===== config.mk =====
export PLATFORM = sky130hd
export DESIGN_NAME = fetch_unit_flat
export DESIGN_NICKNAME = d
export VERILOG_FILES = /design/src/rtl/imem_if.sv /design/src/rtl/fetch_unit.sv /design/src/flat_wrapper.sv
export SDC_FILE = /design/constraint.sdc
export NUM_CORES = 1
export LEC_CHECK = 0
export CAP_MARGIN = 20
export CORE_MARGIN = 2
export CORE_UTILIZATION = 52
export DETAILED_ROUTE_END_ITERATION = 10
export PLACE_DENSITY = 0.86
export SYNTH_ARGS = -nofsm -noshare
export SYNTH_HDL_FRONTEND = slang
export SYNTH_SLANG_ARGS = --single-unit

===== constraint.sdc =====
create_clock -name clk -period 5.8 [get_ports clk]
set_input_delay 1.16 -clock clk [delete_from_list [all_inputs] [get_ports clk]]
set_output_delay 1.16 -clock clk [all_outputs]
set_load 0.03 [all_outputs]

===== src/rtl/imem_if.sv =====
// Instruction-memory request/response bundle.
// master = fetch side, slave = memory side.
interface imem_if #(
  parameter int N = 32
);
  logic         imem_req;
  logic [N-1:0] imem_addr;
  logic         imem_ready;
  logic [N-1:0] imem_rdata;

  modport master (
    output imem_req,
    output imem_addr,
    input  imem_ready,
    input  imem_rdata
  );

  modport slave (
    input  imem_req,
    input  imem_addr,
    output imem_ready,
    output imem_rdata
  );
endinterface


===== src/rtl/fetch_unit.sv =====
// Instruction fetch stage: PC, imem handshake and a one-word
// skid buffer so a stalled IF/ID register never loses a response.
module fetch_unit #(
  parameter int           N        = 32,
  parameter logic [N-1:0] RESET_PC = N'(32'h0040_0000)
) (
  input  logic         clk,
  input  logic         reset,
  input  logic         stall,
  input  logic         redirect,
  input  logic [N-1:0] redirect_pc,
  imem_if.master       imem,
  output logic [N-1:0] PC_4,
  output logic [N-1:0] Instruction,
  output logic         valid
);

  typedef enum logic {
    FETCH = 1'b0,
    HOLD  = 1'b1
  } state_t;

  state_t       state_q;
  logic [N-1:0] pc_q;
  logic [N-1:0] pc4_q;
  logic [N-1:0] ins_q;
  logic         val_q;
  logic [N-1:0] skid_q;
  logic [N-1:0] pc_plus4;

  assign pc_plus4 = pc_q + N'(4);

  // Request drops combinationally so a redirect never fetches a stale PC.
  assign imem.imem_req  = (state_q == FETCH) && !redirect && !reset;
  assign imem.imem_addr = pc_q;

  assign PC_4        = pc4_q;
  assign Instruction = ins_q;
  assign valid       = val_q;

  always_ff @(posedge clk) begin
    if (reset) begin
      state_q <= FETCH;
      pc_q    <= RESET_PC;
      pc4_q   <= '0;
      ins_q   <= '0;
      val_q   <= 1'b0;
      skid_q  <= '0;
    end else if (redirect) begin
      state_q <= FETCH;
      pc_q    <= {redirect_pc[N-1:2], 2'b00};
      ins_q   <= '0;
      val_q   <= 1'b0;
      skid_q  <= '0;
    end else begin
      unique case (state_q)
        FETCH: begin
          if (imem.imem_ready) begin
            pc_q <= pc_plus4;
            if (stall) begin
              skid_q  <= imem.imem_rdata;
              state_q <= HOLD;
            end else begin
              ins_q <= imem.imem_rdata;
              pc4_q <= pc_plus4;
              val_q <= 1'b1;
            end
          end else if (!stall) begin
            ins_q <= '0;
            val_q <= 1'b0;
          end
        end
        HOLD: begin
          // pc_q already points past the buffered word.
          if (!stall) begin
            ins_q   <= skid_q;
            pc4_q   <= pc_q;
            val_q   <= 1'b1;
            skid_q  <= '0;
            state_q <= FETCH;
          end
        end
      endcase
    end
  end

endmodule


===== src/flat_wrapper.sv =====
// flat-port wrapper written by rule: the top's interface ports become plain ports
module fetch_unit_flat 
#(
  parameter int           N        = 32,
  parameter logic [N-1:0] RESET_PC = N'(32'h0040_0000)
)
  (clk, reset, stall, redirect, redirect_pc, PC_4, Instruction, valid, imem_imem_req, imem_imem_addr, imem_imem_ready, imem_imem_rdata);
  imem_if #(.N(N)) imem_i ();
  input  logic clk;
  input  logic reset;
  input  logic stall;
  input  logic redirect;
  input  logic [N-1:0] redirect_pc;
  output logic [N-1:0] PC_4;
  output logic [N-1:0] Instruction;
  output logic valid;
  output wire logic [$bits(imem_i.imem_req)-1:0] imem_imem_req;
  output wire logic [$bits(imem_i.imem_addr)-1:0] imem_imem_addr;
  input wire logic [$bits(imem_i.imem_ready)-1:0] imem_imem_ready;
  input wire logic [$bits(imem_i.imem_rdata)-1:0] imem_imem_rdata;
  assign imem_imem_req = imem_i.imem_req;
  assign imem_imem_addr = imem_i.imem_addr;
  assign imem_i.imem_ready = imem_imem_ready;
  assign imem_i.imem_rdata = imem_imem_rdata;
  fetch_unit #(.N(N), .RESET_PC(RESET_PC)) u_core (.clk(clk), .reset(reset), .stall(stall), .redirect(redirect), .redirect_pc(redirect_pc), .imem(imem_i), .PC_4(PC_4), .Instruction(Instruction), .valid(valid));
endmodule

-- Yosys cells after proc, flatten, opt, wreduce, memory -nomap -nowiden
Index checks and enable logic that the tools add are counted.
- bitwise gates (word level): 2
- muxes and demuxes: 22
- eq/ne operators: 6
- reductions and logical operators: 11
- add/subtract/negate cells: 1
- operator list (cell ; count):
    two-way mux 32 bit ; 12
    case mux 32 bit (2 select lines) ; 3
    adder 32 x 3 -> 32 bit, second input constant ; 1
    inequality test 2 bit, second input constant ; 5
    AND reduction 2 bit ; 3
    two-way mux 1 bit ; 5
    case mux 1 bit (2 select lines) ; 2
    AND reduction 4 bit ; 1
    inequality test 3 bit, second input constant ; 1
    AND reduction 3 bit ; 1
    logical AND 1 bit ; 2
    zero test 1 bit ; 2
    inverter 1 bit ; 2
    nonzero test 2 bit ; 1
    OR reduction 2 bit ; 1
- register bits after elaboration: 130
- input bits: 69
- output and inout bits: 98

-- Depth between registers and ports, before layout
- depth in word-level cells: 4
- gate-level depth with buffers: 10

-- Worst setup path after synthesis
OpenSTA, ideal clock, no wires.
- path type: input to output
- start: input redirect
- end: output imem_imem_req
- required time: 4.640 ns
- cell stages on the path: 5
- path slack: 2.255 ns
- data arrival time: 2.385 ns
- cells stage by stage: or2_2 -> clkbuf_1 -> clkbuf_1 -> buf_1 -> nor2_1
- cells in the longest elaborated chain, start to end: 3
- RTL lines (item ; line ; text):
    from (decl) ; flat_wrapper.sv:12 ; input logic redirect;
    zero test 1 bit ; fetch_unit.sv:34 ; assign imem.imem_req = (state_q == FETCH) && !redirect && !reset;
    logical AND 1 bit (2 in series) ; fetch_unit.sv:34 ;
    to (decl) ; flat_wrapper.sv:17 ; output wire logic [$bits(imem_i.imem_req)-1:0] imem_imem_req;
No other way between the ends.

-- Worst setup path after layout
Same ends and word-level chain as after synthesis.

==> flow_summary.ini <==
[yosys]
yosysWarnings = 0
synth_ff_type = dfxtp_1
ys_ff_latch = 126
syn_avg_cell_area_um2 = 8.23
syn_inst = 735
synth-edff-count = 0
netlist-cell-type-count = 54
synth_area_um2 = 6050
ys_seq_area_share_pct = 41.7
synthArstFlopShare_pct = 0

[pwr]
p_leak_nw = 2.85
power_switching_mw = 0.646
p_seq_share_pct = 39.8
powerDensity_nw_per_um2 = 294
total_power_mw = 2.41
p_comb_share_pct = 15.9
power.clock.fraction_pct = 44.3
switching_share_pct = 26.8
peakVddDrop_mv = 0.246
intPower_mw = 1.77

[clock_network]
ctsHoldBuffers = 0
cts_resized = 0
cts_made_buffers = 17
numClockSinks = 126
cts_tree = yes
root_buffer = clkbuf_16
cts_setup_buffers = 0
clk_pin_slew_ns = 0.06
cts_max_level = 4
clk_latency_ns = 0.43
cts.path.max_buffers = 2

[setup_path]
crit_arrival_ns = 2.95
r2r_cells = 7
path_class = in -> out
worstPathRequired_ns = 4.64
r2r-start = u_core.state_q
startpoint = redirect
cp-end-kind = output port
path_max_fanout = 21
cp-start-kind = input pin

[worst_hold_path]
min_from = u_core.PC_4[2]
hp-class = reg -> reg
min_delay_path_depth = 2

[timing]
worst_slack_ns = 1.69
setup_tns_ns = 0
rsz0062_at_grt = false
max_freq_ghz = 0.243
timing.final.crit_share_pct = 70.9
hold_slack_ns = 0.460
worstMarginPinSlew_ns = 0.851
slew_headroom_pct = 43.2
setup_violations = 0
timing_hold_violations_final = 0
finalCriticalPeriod_ns = 4.11
drv_slew = 0
fin_skew_ns = 0.00799

[finish]
drive_gt1_share_pct = 6.03
utilization_pct = 72.3
area_delta_synth_final_pct = 36.0
layout.nets = 924
antenna_cells = 0

[global_routing]
grt_pass1_wl_mm = 30.1
grt_max_degree = 69
grtUsageTotal_pct = 29.6
grt-ovfl-total = 0
grt_pass1_vias = 6069
antenna_found_initial = 0

[routing]
ant_nets = 0
via_per_inst = 6.31
drc = 0
drt_pre_antenna_iters = 6
wl_per_cell_um = 18.7
drt_iter0_drc = 735
drt_wl_total_mm = 18.8
dr_total_vias = 6346

[placement]
routabilityCongestion = 0.864
dpl_worst_slack_ns = 1.72
dpl.hpwl_mm = 12.2
portBuffers = 160

[die]
dieWidth_um = 112
dieArea_um2 = 12500
ios = 167
coreArea_um2 = 11400
num_rows = 39
die_y_um = 112
initial_core_util_pct = 53.2

[outcome]
status = complete, no violations

[run]
cap_violations = 0
## layout make-up
cell class | instances | area (um2)
Multi-Input combinational cell | 532 | 3230
Fill cell | 840 | 3150
Sequential cell | 126 | 2520
Timing Repair Buffer | 171 | 1680
Clock buffer | 25 | 515
Tap cell | 143 | 179
Clock inverter | 5 | 78.8
Inverter | 4 | 15.0
## critical path, cell delays in order
cell and delay (ns):
clkdlybuf4s50_1 0.41, buf_4 0.22, or2_2 0.33, nor2_1 0.10, clkdlybuf4s50_1 0.73
## cell families (layout without fill, tap and decap cells)
logic type	Yosys count	in the layout	synth area share (%)
adders and majority gates	3	3	0.621
xor gates and xnor gates	21	21	3.04
DFF	126	126	41.7
and+or+nand+nor	308	308	26.1
muxes	1	1	0.166
other	1	4	0.0620
buffers and inverters	80	205	5.32
AOI/OAI and AO/OA	195	195	23.0
## layout by cell type (no fill, tap or decap), types with 12 or more instances in the layout
cell             count
a22oi_1             32
clkbuf_16           17
or4_1               17
nand4_1             13
o21ai_0             15
xnor2_1             16
clkdlybuf4s50_1    159
a311oi_1            24
nor2_1             127
dfxtp_1            125
nand3_1             14
a211oi_1            52
nor3_1              15
and3_1              36
or3_1               13
nand2_1             28
a21oi_1             34
o31ai_1             15
nor4_1              12
## through the flow
| step | instance area [um2] | instances |
|---|---|---|
| final | 8220 | 1006 |
| after global routing | 8220 | 1006 |
| after CTS | 8220 | 1006 |
| after detailed placement | 7630 | 976 |
| after global placement | 7630 | 976 |
| after floorplan | 6060 | 738 |
## routing by layer
layer | GRT usage, % | wire, um | share of wire (%) | vias to the layer above
met5 | 0 | 0 | 0 | -
met4 | 13.3 | 607 | 3.2 | 0
met3 | 9.04 | 1980 | 11 | 67
met2 | 47.4 | 8780 | 47 | 359
met1 | 36.7 | 7440 | 40 | 2955
li1 | - | - | - | 2965
## state kept, by name, indices dropped and copies added (netlist names)
signal	flops
u_core.state_q	1
u_core.PC_4	30
u_core.Instruction	32
u_core.valid	1
u_core.skid_q	32
u_core.imem.imem_addr	30
## final timing paths
| check | to | slack [ns] |
|---|---|---|
| max | imem_imem_req | 1.69 |
| min reg2reg | u_core.PC_4[2] | 0.46 |
| max reg2reg | u_core.PC_4[24] | 2.63 |
| min | u_core.PC_4[2] | 0.46 |
## power by group through the flow
stage	sequential (mW)	combinational (mW)	clock (mW)
floorplan	1.03	0.156	0
global placement	0.974	0.369	0
detailed placement	0.977	0.377	0
CTS	0.960	0.382	1.07
global route	0.967	0.408	1.11
finish	0.962	0.384	1.07
## synth_stat cells (4+ instances only)
cell type,instances,share of area (%)
dfxtp_1,126,42
and3_1,36,3.7
and4_1,9,1.3
or2_2,6,0.62
a221oi_1,4,0.58
o31ai_1,15,1.9
o21ai_0,15,1.2
a22oi_1,32,4.0
nand2_1,28,1.7
buf_2,4,0.33
a211oi_1,52,6.5
a311oi_1,24,3.5
nor3_1,15,1.2
nor4_1,12,1.2
or3_1,13,1.3
nor2_1,129,8.0
nand4_1,13,1.3
xor2_1,5,0.72
xnor2_1,16,2.3
clkbuf_1,56,3.5
nand3_1,14,1.2
or4_1,17,2.1
buf_4,4,0.50
a21oi_1,34,2.8
buf_1,11,0.68
Note: power is estimated with default switching activity, not from simulation.
